===== src/rtl/bcd_seq_adder.sv =====
// Sequential packed-BCD adder/subtractor: one decimal digit per clock,
// least significant digit first, with a three-state IDLE/RUN/DONE controller.
module bcd_seq_adder #(
  parameter int DIGITS = 4
) (
  input  logic                  clk,
  input  logic                  rst,
  input  logic                  start,
  input  logic                  sub,
  input  logic                  cin,
  input  logic [4*DIGITS-1:0]   a,
  input  logic [4*DIGITS-1:0]   b,
  output logic [4*DIGITS-1:0]   sum,
  output logic                  cout,
  output logic                  err,
  output logic                  busy,
  output logic                  done
);

  localparam int W  = 4 * DIGITS;
  localparam int IW = (DIGITS > 1) ? $clog2(DIGITS) : 1;

  typedef enum logic [1:0] {
    IDLE = 2'd0,
    RUN  = 2'd1,
    DONE = 2'd2
  } state_t;

  state_t          state_q, state_d;
  logic [W-1:0]    a_q, a_d, b_q, b_d, sum_q, sum_d;
  logic            sub_q, sub_d, carry_q, carry_d;
  logic            cout_q, cout_d, err_q, err_d;
  logic            busy_q, busy_d, done_q, done_d;
  logic [IW-1:0]   idx_q, idx_d;

  logic [3:0]      a_dig_s, b_dig_s, b_eff_s, res_dig_s;
  logic [4:0]      t_s;
  logic            carry_nxt_s;

  function automatic logic has_bad_digit(input logic [W-1:0] v);
    logic bad;
    bad = 1'b0;
    for (int i = 0; i < DIGITS; i++) begin
      bad = bad | (v[4*i +: 4] > 4'd9);
    end
    return bad;
  endfunction

  // Single-digit decimal adder on the digit selected by idx.
  always_comb begin
    a_dig_s     = a_q[{idx_q, 2'b00} +: 4];
    b_dig_s     = b_q[{idx_q, 2'b00} +: 4];
    b_eff_s     = sub_q ? (4'd9 - b_dig_s) : b_dig_s;
    t_s         = {1'b0, a_dig_s} + {1'b0, b_eff_s} + {4'b0000, carry_q};
    carry_nxt_s = (t_s > 5'd9);
    res_dig_s   = carry_nxt_s ? (t_s[3:0] + 4'd6) : t_s[3:0];
  end

  // Controller next-state and datapath register updates.
  always_comb begin
    state_d = state_q;
    a_d     = a_q;
    b_d     = b_q;
    sub_d   = sub_q;
    carry_d = carry_q;
    idx_d   = idx_q;
    sum_d   = sum_q;
    cout_d  = cout_q;
    err_d   = err_q;
    case (state_q)
      IDLE: begin
        if (start) begin
          a_d     = a;
          b_d     = b;
          sub_d   = sub;
          carry_d = sub ? 1'b1 : cin;
          idx_d   = '0;
          sum_d   = '0;
          cout_d  = 1'b0;
          if (has_bad_digit(a) || has_bad_digit(b)) begin
            err_d   = 1'b1;
            state_d = DONE;
          end else begin
            err_d   = 1'b0;
            state_d = RUN;
          end
        end else begin
          state_d = IDLE;
        end
      end
      RUN: begin
        sum_d[{idx_q, 2'b00} +: 4] = res_dig_s;
        carry_d = carry_nxt_s;
        idx_d   = idx_q + IW'(1);
        if (idx_q == IW'(DIGITS - 1)) begin
          cout_d  = carry_nxt_s;
          state_d = DONE;
        end else begin
          state_d = RUN;
        end
      end
      DONE:    state_d = IDLE;
      default: state_d = IDLE;
    endcase
    busy_d = (state_d == RUN);
    done_d = (state_d == DONE);
  end

  // State and datapath registers; reset clears everything immediately.
  always_ff @(posedge clk or posedge rst) begin
    if (rst) begin
      state_q <= IDLE;
      a_q     <= '0;
      b_q     <= '0;
      sub_q   <= 1'b0;
      carry_q <= 1'b0;
      idx_q   <= '0;
      sum_q   <= '0;
      cout_q  <= 1'b0;
      err_q   <= 1'b0;
      busy_q  <= 1'b0;
      done_q  <= 1'b0;
    end else begin
      state_q <= state_d;
      a_q     <= a_d;
      b_q     <= b_d;
      sub_q   <= sub_d;
      carry_q <= carry_d;
      idx_q   <= idx_d;
      sum_q   <= sum_d;
      cout_q  <= cout_d;
      err_q   <= err_d;
      busy_q  <= busy_d;
      done_q  <= done_d;
    end
  end

  assign sum  = sum_q;
  assign cout = cout_q;
  assign err  = err_q;
  assign busy = busy_q;
  assign done = done_q;

endmodule


===== config.mk =====
export PLATFORM = sky130hd
export DESIGN_NAME = bcd_seq_adder
export DESIGN_NICKNAME = d
export VERILOG_FILES = /design/src/rtl/bcd_seq_adder.sv
export SDC_FILE = /design/constraint.sdc
export NUM_CORES = 1
export LEC_CHECK = 0
export BUFFER_PORTS_ARGS = -buffer_cell sky130_fd_sc_hd__clkbuf_2
export CELL_PAD_IN_SITES_DETAIL_PLACEMENT = 0
export CELL_PAD_IN_SITES_GLOBAL_PLACEMENT = 1
export CORE_ASPECT_RATIO = 1.1
export CORE_MARGIN = 10
export CORE_UTILIZATION = 45
export CTS_CLUSTER_SIZE = 10
export DETAILED_ROUTE_END_ITERATION = 10
export GPL_TIMING_DRIVEN = 0
export PLACE_DENSITY = 0.85
export SLEW_MARGIN = 20
export SYNTH_ARGS = -nofsm -noshare
export SYNTH_HDL_FRONTEND = slang
export SYNTH_SLANG_ARGS = --single-unit

===== constraint.sdc =====
create_clock -name clk -period 7.62 [get_ports clk]
set_input_delay 2.286 -clock clk [delete_from_list [all_inputs] [get_ports clk]]
set_output_delay 2.286 -clock clk [all_outputs]
set_load 0.02 [all_outputs]

==> impl_metrics.csv <==
group,metric,value,unit
clocking,cts_tree,"done",
clocking,worst_skew_pair.late_latency,0.34,ns
power,pwr-share-seq,35.6,%
floorplan,die_area,10080,sq um
grt,grt_start_max_net_pins,59,
logic_synthesis,synthArstFlopShare,100.0,%
timing,setup_viol,0,
grt,grt_pass1_wl,11210,microns
logic_synthesis,ys_seq_area_share,49.89,%
clocking,numCtsBuffers,9,
detailed_routing,totalWireLength,6568,microns
timing,slew_headroom,53.47,%
floorplan,initial_utilization,46.69,%
grt,grtUsageTotal,13.40,%
clocking,cts_hold_buf,0,
final_layout,num_antenna_cells,0,
setup_path,cp_num_cells,14,
power,power_density,291.9,nW/um^2
logic_synthesis,syn-mean-instance-area,11.87,sq um
timing,max_slew.worst_pin.slew,0.6980,ns
place,port_buffers,56,
final_layout,syn_to_final_growth,20.21,%
detailed_routing,post-route-drc-count,0,
logic_synthesis,syn_inst,245,
setup_path,crit_chain,"buf_2 -> mux4_2 -> xnor2_1 -> fa_1 -> inv_1 -> fa_1 -> xor2_1 -> inv_1 -> ha_1 -> nand2_1 -> nand3b_1 -> o31a_1 -> a311oi_2 -> o21ai_0",
place,dp.cells,381,
logic_synthesis,synthesis.nets,293,
place,gp_congestion,0.7602,
setup_path,required,7.82,ns
power,swShare,33.71,%
logic_synthesis,synth_cell_types,36,
setup_path,critical-path-slowest-cell,"mux4_2",
floorplan,num_io_pins,57,
grt,grt_pass1_vias,2386,
timing,min_period_over_period,55.27,%
min_path,hp-class,"flip-flop to flip-flop",
timing,period_minus_slack,4.212,ns
floorplan,core,6231,sq um
floorplan,die_w,96.66,microns
setup_path,end_kind,"flip-flop",
setup_path,crit_path_max_fanout,10,
place,hpwl,5083,microns
setup_path,rrSetupSlack,3.41,ns
clocking,h-tree-depth,3,
power,power.leakage,1.651,nW
final_layout,drive_above_1_share,39.12,%
clocking,clockBufferDepth,2,
detailed_routing,num_vias,2152,
clocking,cts-resized-gates,0,
power,p_comb_share,35.9,%
detailed_routing,via_per_inst,5.421,
setup_path,arrival,4.41,ns
logic_synthesis,yosys_warnings,0,
setup_path,start_kind,"flip-flop",
grt,antenna_found_initial,0,
power,p_clk_share,28.6,%
timing,drv_slew,0,
detailed_routing,wl_per_cell,16.54,microns
setup_path,cp_num_buf_inv,3,
final_layout,nets,360,
min_path,hold-path-cell-count,2,
job,max_cap_violations,0,
timing,hold_viol,0,
outcome,status,"complete, no violations",
logic_synthesis,syn-cell-area,2909,sq um
power,p_int,0.0006768,W
setup_path,r2r_end,"sum[6]",
setup_path,r2r_cells,14,
clocking,cts.sink_count,58,
final_layout,instances_no_fill,397,
power,power.total,0.001021,W
min_path,min_from,"sum[10]",
detailed_routing,drtAntennaViolNets,0,
timing,max_freq,237.4,MHz
logic_synthesis,synth_edf_count,0,
detailed_routing,dr.pass1.iters,4,
power,ir_drop,0.0001350,V
timing,fin_skew,0.005965,ns
setup_path,max_stage_delay,0.58,ns
logic_synthesis,ys_ff_latch,58,
setup_path,critPathTopFamily,"adder cells",
clocking,post-cts-setup-buffers,0,
floorplan,rows,30,
setup_path,crit_type,"flip-flop to flip-flop",
detailed_routing,drtIter0Drc,63,
grt,gr-total-overflow,0,
clocking,cts_root_buf,"clkbuf_8",
clocking,clk_pin_slew_worst_paths,0.07,ns
timing,rsz0062_at_grt,"false",
final_layout,fill_cells,570,
power,switching_power,0.0003442,W
timing,tns,0,ns
logic_synthesis,ys.flop_type,"dfrtp_1",
min_path,hold-path-endpoint,"sum[10]",
setup_path,timing.rr.start,"idx_q[0]",
floorplan,die_h,104.3,microns
-- Yosys cell counts (all sizes together), types with 3 or more instances --
cell	count	area share [%]
a22o	5	1.5
inv	16	2.1
nand4	6	1.3
buf	6	1.0
o21ai	23	4.0
nor2b	3	0.65
o31ai	6	1.5
nor2	8	1.3
a21oi	6	1.0
nand2	24	3.1
dfrtp	58	50
a21o	6	1.5
ha	9	3.9
mux4	8	6.2
mux2	33	13
-- registers in the layout (all words and copies together), names as in the netlist, 2 cells and up --
| name | flops |
|---|---|
| b_q | 16 |
| idx_q | 2 |
| state_q | 2 |
| sum | 16 |
| a_q | 16 |
-- per-stage QoR --
step / util [%] / area, sq um / setup slack (ns) / hold slack, ns
floorplan: - / 2909 / 3.906 / 0.4752
global placement: 52.79 / 3289 / 3.213 / 0.4604
detailed placement: 52.83 / 3292 / 3.381 / 0.4714
CTS: 56.12 / 3497 / 3.357 / 0.4852
global route: 56.12 / 3497 / 3.005 / 0.4996
finish: 56.12 / 3497 / 3.408 / 0.4808
-- tightest hold or removal path, cell delays in order, from the launching register on --
cell and delay [ns]:
dfrtp_1 0.34, nand2_1 0.05, o21ai_0 0.06
-- metal layers --
metal | part of all wire [%] | GRT usage, %
met4 | 2.2 | 6.118
met1 | 44 | 16.06
met5 | 0 | 0
met3 | 5.8 | 4.718
met2 | 48 | 21.00
-- power groups by stage --
stage / combinational [W] / clock, W / sequential [W]
2_1_floorplan: 0.000279 / 0 / 0.000365
3_3_place_gp: 0.000360 / 0 / 0.000367
3_5_place_dp: 0.000369 / 0 / 0.000370
4_1_cts: 0.000370 / 0.000295 / 0.000364
5_1_grt: 0.000410 / 0.000312 / 0.000368
6_report: 0.000366 / 0.000291 / 0.000363
-- final cells by class --
cell class	count	area [sq um]	area share, %
plain buffers	8	37.54	1.073
clock buffers	12	155.1	4.437
clock inverters	4	50.05	1.431
inverters	16	62.56	1.789
multi-input cells	163	1360	38.89
flip-flops and latches	58	1451	41.50
well taps	80	100.1	2.862
repair buffers	56	280.3	8.014
-- cells by family (layout without fill, tap and decap cells) --
logic type                 Yosys count  count (layout)  synth area share [%]
AOI/OAI and AO/OA                   51              51                 11.23
xor gates and xnor gates             3               3                0.9034
adders and majority gates           11              11                 5.247
buffers and inverters               24              96                 3.355
DFF                                 58              58                 49.89
muxes                               42              42                 19.44
and+or+nand+nor                     56              56                 9.936
-- how the worst max path moves through the flow --
stage | from | end
floorplan | rst | a_q[0]
global placement | rst | a_q[4]
detailed placement | idx_q[0] | sum[6]
CTS | idx_q[0] | sum[6]
global route | idx_q[0] | sum[2]
finish | idx_q[0] | sum[6]
-- placed cells by master, fill, tap and decap left out, types with 2 or more instances in the layout --
master	count
dfrtp_1	58
clkbuf_2	56
mux2_2	33
nand2_1	24
o21ai_0	23
inv_1	15
clkbuf_8	11
ha_1	9
mux4_2	8
nor2_1	7
buf_2	6
a21o_1	6
nand4_1	6
a21oi_1	6
o31ai_1	6
a22o_1	5
clkbuf_1	3
nor2b_1	3
nand2b_1	2
nor3_1	2
and2_1	2
nand3b_1	2
o31a_1	2
xnor2_1	2
fa_1	2
clkinvlp_4	2
No activity file was read; power rests on OpenSTA's default activity.
